[config.mk]
export PLATFORM = sky130hd
export DESIGN_NAME = apb_fpu_regfile
export DESIGN_NICKNAME = d
export VERILOG_FILES = /design/src/rtl/apb_fpu_regfile.sv
export SDC_FILE = /design/constraint.sdc
export NUM_CORES = 1
export LEC_CHECK = 0
export ABC_CLOCK_PERIOD_IN_PS = 2500
export BUFFER_PORTS_ARGS = -buffer_cell sky130_fd_sc_hd__clkbuf_2
export CAP_MARGIN = 10
export CORE_ASPECT_RATIO = 0.6
export CORE_UTILIZATION = 45
export DETAILED_ROUTE_END_ITERATION = 12
export HOLD_SLACK_MARGIN = 0.02
export PLACE_DENSITY = 0.82
export SYNTH_ARGS = -nofsm -noshare
export SYNTH_HDL_FRONTEND = slang
export SYNTH_SLANG_ARGS = --single-unit
[constraint.sdc]
create_clock -name CLK -period 2.5 [get_ports CLK]
set_clock_uncertainty 0.05 [all_clocks]
set_input_delay 0.375 -clock CLK [delete_from_list [all_inputs] [get_ports CLK]]
set_output_delay 0.375 -clock CLK [all_outputs]
set_load 0.01 [all_outputs]
[src/rtl/apb_fpu_regfile.sv]
// apb_fpu_regfile: operand/op-select/flag registers and launch/capture sequencer for the FPU datapath.
// Define APB_FPU_IRQ_EN to build the completion interrupt; otherwise irq is tied low.
module apb_fpu_regfile #(
   parameter int OP_W = 4,
   parameter int RM_W = 3
) (
   input  logic            CLK,
   input  logic            RSTN,
   input  logic [1:0]      register_addr,
   input  logic            write,
   input  logic            enable_reg,
   input  logic [31:0]     Wdata,
   input  logic            FPU_enable,
   output logic [31:0]     data_slave,
   output logic            data_valid,
   output logic [31:0]     fpu_a,
   output logic [31:0]     fpu_b,
   output logic [OP_W-1:0] fpu_op,
   output logic [RM_W-1:0] fpu_rm,
   output logic            fpu_start,
   input  logic [31:0]     fpu_result,
   input  logic [4:0]      fpu_flags,
   input  logic            fpu_done,
   output logic            irq
);
   typedef enum logic [1:0] {IDLE, BUSY, DONE} state_t;
   state_t state, state_nx;
   logic [31:0] opsel, result;
   logic [5:0]  flags_lo;
   logic        flag_done, wr, acc, go, clr, capture;
   assign wr      = enable_reg & write;
   assign acc     = wr & (state != BUSY);
   assign go      = acc & (register_addr == 2'b10);
   assign clr     = wr & (register_addr == 2'b11);
   assign capture = (state == BUSY) & fpu_done;
   assign fpu_op  = opsel[OP_W-1:0];
   assign fpu_rm  = opsel[OP_W+RM_W-1:OP_W];
   always_comb begin
      state_nx   = go ? BUSY : capture ? DONE : state;
      data_slave = register_addr == 2'b00 ? result :
                   register_addr == 2'b01 ? fpu_b :
                   register_addr == 2'b10 ? opsel : {flag_done, 25'd0, flags_lo};
   end
   // capture is applied last so a same-cycle Flags clear loses to it
   always_ff @(posedge CLK or negedge RSTN)
      if (!RSTN) begin
         state      <= IDLE;
         fpu_a      <= '0;
         fpu_b      <= '0;
         opsel      <= '0;
         result     <= '0;
         flags_lo   <= '0;
         flag_done  <= 1'b0;
         data_valid <= 1'b0;
         fpu_start  <= 1'b0;
      end else begin
         state     <= state_nx;
         fpu_start <= go;
         if (acc && register_addr == 2'b00) fpu_a <= Wdata;
         if (acc && register_addr == 2'b01) fpu_b <= Wdata;
         if (go) opsel <= Wdata;
         if (clr) begin
            flags_lo  <= '0;
            flag_done <= 1'b0;
         end
         if (wr && state == BUSY && register_addr != 2'b11) flags_lo[5] <= 1'b1;
         if (go) begin
            flag_done  <= 1'b0;
            data_valid <= 1'b0;
         end
         if (capture) begin
            result        <= fpu_result;
            flags_lo[4:0] <= fpu_flags;
            flag_done     <= 1'b1;
            data_valid    <= 1'b1;
         end
      end
`ifdef APB_FPU_IRQ_EN
   logic irq_r;
   always_ff @(posedge CLK or negedge RSTN)
      if (!RSTN) irq_r <= 1'b0;
      else if (capture) irq_r <= 1'b1;
      else if ((FPU_enable && register_addr == 2'b00) || clr || go) irq_r <= 1'b0;
   assign irq = irq_r;
`else
   logic unused_rd;
   assign unused_rd = FPU_enable;
   assign irq = 1'b0;
`endif
endmodule

==> Word-level counts from Yosys, hierarchy flattened <==
Cells that the tools add are included.
{ "classes": {"reduce_logical": 9, "eq_ne": 6, "bitwise_logic": 5, "mux": 13} }
{ "ops": {"columns": ["cell", "count"], "rows": [
  ["two-way mux 32 bit", 3],
  ["two-way mux 1 bit", 6],
  ["two-way mux 6 bit", 1],
  ["nonzero test 2 bit", 3],
  ["bitwise AND 1 bit", 5],
  ["two-way mux 5 bit", 1],
  ["equality test 2 x 1 -> 1 bit, second input constant", 2],
  ["equality test 2 bit, second input constant", 2],
  ["logical AND 1 bit", 4],
  ["two-way mux 2 bit", 2],
  ["nonzero test 3 bit", 1],
  ["logical NOT 2 bit", 1],
  ["inequality test 2 x 1 -> 1 bit, second input constant", 1],
  ["inequality test 2 bit, second input constant", 1]
]} }
{ "totals": {"register_bits": 139, "out_inout_bits": 106, "wordCells": 43, "inputBits": 77} }

==> Depth between registers and ports, before layout <==
Gate-level depths: netlist of the first run.
{ "logic_depth": {"word_depth": 5, "mapped_depth": 7, "mapped_depth_nobuf": 3} }

==> Worst setup path after synthesis of the first run <==
Ideal clock, no wire load.
{ "synth_path": {"kind": "input port to output port", "start": "input register_addr[0]", "end": "output data_slave[11]", "stages": 5, "slack_ns": 0.656, "arrival_ns": 1.419, "required_ns": 2.075, "path_buffers": 3, "path_cell_list": "buf_6 -> buf_2 -> buf_2 -> mux2i_1 -> o21ai_0"} }
{ "synth_via": {"elab_chain_cells": 4, "elab_cells_between_ends": 6, "classes_between": "2 x eq/ne; 3 x mux; 1 x reduce/logical"} }
{ "synth_rtl": {"columns": ["element", "line", "text"], "rows": [
  ["start: declaration", "9", "input logic [1:0] register_addr,"],
  ["equality test 2 bit", "42", "register_addr == 2'b10 ? opsel : {flag_done, 25'd0, flags_lo};"],
  ["two-way mux 32 bit", "42", null],
  ["two-way mux 32 bit", "41", "register_addr == 2'b01 ? fpu_b :"],
  ["two-way mux 32 bit *", "40", "data_slave = register_addr == 2'b00 ? result :"],
  ["end: declaration", "14", "output logic [31:0] data_slave,"]
]} }
Every way passes the cells marked *; elsewhere a longest branch is shown, timed or not.

==> Worst setup path after layout of the first run <==
{ "layout_path": {"start": "input register_addr[0]", "end": "output data_slave[31]"} }
Same word-level chain as after synthesis.

==> results.cfg, run 1 <==
[run_status]
status = finished, violations left
failed_checks = DRC, hold timing

[setup_path]
required_ns = 2.08
path_class = input port to primary output
cp-end-kind = primary output
r2r_end = fpu_a[21]$_DFFE_PN0P_
start_kind = input port
rr_startpoint = state[0]$_DFFE_PN0P_
crit_start = register_addr[0]
worstRegToRegCells = 3
cp_max_fo = 18
arrival_ns = 1.56
r2r_slack_ns = 0.53
crit_path_end = data_slave[31]

[timing]
hold_slack_ns = -0.0130
worst_slew_pin_slew_ns = 0.762
relSlewSlack_pct = 49.2
finalCritPeriodShare_pct = 79.2
hold_violations = 4
min_period_ns = 1.98
fin_setup_tns_ns = 0
slew_viol_final = 0
max_freq_ghz = 0.505
fin_ws_ns = 0.519
finalSetupViolCount = 0
rsz0062_at_grt = false

[synthesis]
synth_cell_types = 26
synth_top_family_by_area = multiplexers
synth_compound_area_share_pct = 3.21
synth_fa_ha_area_share_pct = 0
synth_fp_nets = 485
synthesis.area_mm2 = 0.00607
synth_simple_gate_area_share_pct = 3.09
netlist.top_cell.by_area = dfrtp_1
synth_top_area_share_pct = 57.3
yosys-top-cells-area = dfrtp_1 (57%), mux2_2 (14%), mux2_4 (7.4%), mux2i_1 (4.1%), mux2_1 (3.7%)
synth_xor_area_share_pct = 0
yosys_warnings = 0
synth_cells = 408
syn_area_per_cell_um2 = 14.9
synthMuxAreaShare_pct = 32.3
ys_seq_elements = 139
synth_seq_area_share_pct = 57.3

[floorplanning]
die_w_um = 152
std_cell_rows = 32
core-area_mm2 = 0.0130
die_area_mm2 = 0.0140
start_util_pct = 46.7
ios = 183
die_height_um = 92.0

[pwr]
intPower_mw = 6.22
seqPwrFrac_pct = 43.0
clock_power_share_pct = 26.1
p_leak_nw = 3.79
p_switching_mw = 2.80
p_sw_share_pct = 31.1
p_comb_share_pct = 30.9
powerDensity_mw_per_mm2 = 1180
ir_worst_vdd_mv = 0.535

[cts]
clock_sinks = 139
cts_root_buf = clkbuf_16
htreeDepth = 4
cts_made_buffers = 17
clock_latency_ns = 0.39
cts_hold_buf = 0
cts_tree = built
ctsResizeCount = 0
path_clk_slew_ns = 0.06
clock_path_buffers = 2
postCtsSetupRepairBufs = 0

[drt]
first_pass_iters = 9
drt_iter0_markers = 145
dr_total_vias = 4002
wl_um = 14200
drcViolationCount = 28
ant_nets = 0
avgRoutedWirePerCell_um = 18.5
via_per_inst = 5.21

[global_route]
grt_pass1_vias = 4220
grt_max_degree = 140
globalRouteOverflowTotal = 0
grt_pass1_wl_um = 22900
antenna_found_initial = 0
grt_usage_pct = 21.6

[worst_hold_path]
worstHoldPathType = input port to async pin

[placement]
dp_hpwl_um = 9860
gp_congestion = 0.807
portBuffers = 180
dp_slack_ns = 0.378

[final_layout]
antenna_cells = 0
area_delta_synth_final_pct = 26.3
nNetsFinal = 662
layout-drive-gt1-share_pct = 57.4

[job]
cap_violations = 0
flip-flops by register name, summed over array words and instances, names as in the netlist, 2 cells and up:
signal / count
fpu_a: 32
fpu_b: 32
opsel: 32
result: 32
flags_lo: 6
state: 2
cell usage after synthesis, drive strengths merged:
library cell and instances:
nor4b 1, dfrtp 139, nor2 4, conb 1
clkbuf 7, buf 27, nand2 27, and4 1
nor2b 2, and3b 1, a21o 1, a31oi 1
mux4 7, inv 2, o21ai 26, or4 1
nor3b 1, mux2i 25, o31ai 1, a22o 5
mux2 128
power by group through the flow:
stage / Clock (mW) / Sequential [mW] / Combinational, mW
after floorplan: 0 / 3.94 / 1.62
after global placement: 0 / 3.81 / 2.73
after detailed placement: 0 / 3.89 / 2.82
after CTS: 2.42 / 3.87 / 2.83
after global routing: 2.52 / 4.00 / 3.03
final: 2.35 / 3.87 / 2.79
how the worst min path moves through the flow:
stage / from / cells after the start / slack [ns] / to
after global routing: RSTN / 2 / 0.07 / fpu_a[7]$_DFFE_PN0P_
after detailed placement: opsel[11]$_DFFE_PN0P_ / 1 / 0.42 / opsel[11]$_DFFE_PN0P_
after global placement: opsel[8]$_DFFE_PN0P_ / 1 / 0.42 / opsel[8]$_DFFE_PN0P_
after CTS: RSTN / 2 / 0.05 / fpu_a[10]$_DFFE_PN0P_
after floorplan: RSTN / 0 / 0.03 / data_valid$_DFFE_PN0P_
final: RSTN / 2 / -0.01 / fpu_a[7]$_DFFE_PN0P_
stage by stage:
| step | cells | total power, mW | instance area (µm²) | util [%] | hold slack (ns) |
|---|---|---|---|---|---|
| detailed placement | 736 | 6.71 | 7110 | 54.7 | 0.425 |
| finish | 768 | 9.02 | 7670 | 59.0 | -0.0130 |
| floorplan | 408 | 5.56 | 6070 | - | 0.0294 |
| global route | 768 | 9.55 | 7670 | 59.0 | 0.0674 |
| global placement | 736 | 6.54 | 7110 | 54.7 | 0.417 |
| CTS | 768 | 9.12 | 7670 | 59.0 | 0.0521 |
area by class of cell:
class                      instances  area, µm²
fill                            1047       5340
multi-input combinational        233       2370
clock inverter                    12        116
sequential                       139       3480
inverter                           2       7.51
tap                              170        213
clock buffer                      20        447
timing repair buffer             192       1050
routing by layer:
| layer | track usage, % | vias up | routed length (µm) |
|---|---|---|---|
| li1 | - | 1813 | - |
| met1 | 28.3 | 2052 | 6560 |
| met2 | 34.3 | 133 | 6590 |
| met3 | 7.89 | 4 | 1010 |
| met4 | 5.61 | 0 | 61 |
| met5 | 0 | - | 0 |
cell families (layout without fill, tap and decap cells):
kind of cell | Yosys count | count (layout)
and+or+nand+nor | 38 | 38
AOI/OAI and AO/OA | 34 | 34
buffers and inverters | 36 | 226
DFF | 139 | 139
muxes | 160 | 160
other | 1 | 1
cell usage in the layout, fill, tap and decap left out, types with 3 or more instances in the layout:
| cell type | count |
|---|---|
| a22o_1 | 5 |
| buf_12 | 4 |
| buf_4 | 8 |
| clkbuf_16 | 17 |
| clkbuf_2 | 179 |
| clkinv_4 | 4 |
| dfrtp_1 | 139 |
| inv_6 | 3 |
| mux2_1 | 20 |
| mux2_2 | 78 |
| mux2_4 | 30 |
| mux2i_1 | 25 |
| mux4_2 | 7 |
| nand2_1 | 27 |
| nor2_1 | 4 |
| o21ai_0 | 26 |
worst max-delay path, cell delays in order:
cell and delay (ns):
clkbuf_2 0.28, buf_12 0.23, mux4_2 0.52, clkbuf_2 0.14
No activity file was read; power rests on OpenSTA's default activity.
==> run 2, diff against run 1 <==
Settings changed: ABC_CLOCK_PERIOD_IN_PS 2500 to 2050.
Clock period 2.5 ns to 2.05 ns, I/O delays scaled along.
==> results.cfg, run 2 (synthesized netlist as in run 1, its figures left out) <==
[run_status]
status = finished, violations left
failed_checks = DRC

[floorplanning]
die_height_um = 92.0
die_area_mm2 = 0.0140
std_cell_rows = 32
core-area_mm2 = 0.0130
ios = 183
die_w_um = 152
start_util_pct = 46.7

[final_layout]
antenna_cells = 0
layout_common_cells = clkbuf_2 (179), dfrtp_1 (139), mux2_2 (78)
nNetsFinal = 671
layout-drive-gt1-share_pct = 57.8
mostFrequentLayoutCell = clkbuf_2
fin_util_pct = 59.9
area_delta_synth_final_pct = 28.3
fin_cells = 777

[job]
cap_violations = 0

[cts]
path_clk_slew_ns = 0.06
postCtsSetupRepairBufs = 0
cts_tree = built
clock_sinks = 139
cts_hold_buf = 1
clock_path_buffers = 2
ctsResizeCount = 0
cts_made_buffers = 17
cts_root_buf = clkbuf_16
htreeDepth = 4
clock_latency_ns = 0.40

[drt]
avgRoutedWirePerCell_um = 18.5
dr_total_vias = 4033
drcViolationCount = 28
ant_nets = 0
wl_um = 14300
via_per_inst = 5.19
first_pass_iters = 10
drt_iter0_markers = 153

[setup_path]
cp-end-kind = primary output
r2r_end = fpu_a[21]$_DFFE_PN0P_
required_ns = 1.69
rr_startpoint = state[0]$_DFFE_PN0P_
path_cells = clkbuf_2 > buf_4 > buf_4 > mux2i_1 > o21ai_0 > clkbuf_2
r2r_slack_ns = 0.28
arrival_ns = 1.49
start_kind = input port
cp_slowest_stage_delay_ns = 0.28
worstRegToRegCells = 4
cp_max_fo = 12
crit_path_end = data_slave[9]
path_class = input port to primary output
crit_path_top_delay_cell = buf_4
crit_start = register_addr[0]

[global_route]
globalRouteOverflowTotal = 0
antenna_found_initial = 0
grt_pass1_vias = 4209
grt_max_degree = 75
grt_usage_pct = 21.6
grt_pass1_wl_um = 23000

[pwr]
ir_worst_vdd_mv = 0.694
p_leak_nw = 3.84
powerDensity_mw_per_mm2 = 1430

[timing]
finalSetupViolCount = 0
slew_viol_final = 0
rsz0062_at_grt = false
fin_setup_tns_ns = 0
finalCritPeriodShare_pct = 89.9
min_period_ns = 1.84
max_freq_ghz = 0.543
hold_slack_ns = 0.0775
hold_violations = 0

[placement]
gp_congestion = 0.823
place_inst = 744
portBuffers = 180
dp_hpwl_um = 10100

[worst_hold_path]
worstHoldPathType = input port to register
## run 2: cell count changes in the layout (fill, tap and decap cells not counted), sizes merged
cell and change:
clkinvlp +2, buf +8, clkinv -3, bufinv +1, dlygate4sd3 +1
## run 2: final cells by class
cell class	instances	area [µm²]
fillers	983	5220
flip-flops and latches	139	3480
multi-input cells	233	2370
repair buffers	201	1140
clock buffers	20	447
well taps	170	213
clock inverters	12	139
inverters	2	7.51
## run 2: worst min path at each step
stage              startpoint                 endpoint  slack, ns  cells after the start
5_1_grt        fpu_result[26]   result[26]$_DFFE_PN0P_       0.06                      2
4_1_cts          fpu_flags[0]  flags_lo[0]$_DFFE_PN0P_       0.06                      2
3_3_place_gp             RSTN   result[10]$_DFFE_PN0P_       0.27                      2
6_report         fpu_flags[0]  flags_lo[0]$_DFFE_PN0P_       0.08                      2
2_1_floorplan            RSTN   data_valid$_DFFE_PN0P_      -0.04                      0
3_5_place_dp             RSTN    fpu_a[10]$_DFFE_PN0P_       0.28                      2
## run 2: worst max-delay path: cells and delay by family
kind / cells / cell delay, ns
muxes: 1 / 0.11
buffers and inverters: 4 / 0.81
AOI/OAI and AO/OA: 1 / 0.25
## run 2: report_power, final
group / total [mW] / internal [mW] / leakage (nW) / switching [mW]
combinational: 3.45 / 1.94 / 1.90 / 1.51
clock: 3.01 / 1.84 / 0.274 / 1.18
sequential: 4.72 / 3.95 / 1.67 / 0.763
## run 2: metrics by stage
step                instance area [µm²]  setup WS [ns]  power [mW]
global placement                   7200          0.236        8.00
floorplan                          6070          0.333        6.78
detailed placement                 7200          0.236        8.22
global route                       7790          0.170        11.8
finish                             7790          0.207        11.2
CTS                                7790          0.238        11.3
## run 2: routing by layer
| metal | track usage, % | up-vias | part of all wire (%) |
|---|---|---|---|
| met5 | 0 | - | 0 |
| met4 | 4.76 | 0 | 0.75 |
| met3 | 7.09 | 15 | 7.6 |
| met2 | 34.4 | 161 | 47 |
| met1 | 28.8 | 2039 | 45 |
| li1 | - | 1818 | - |
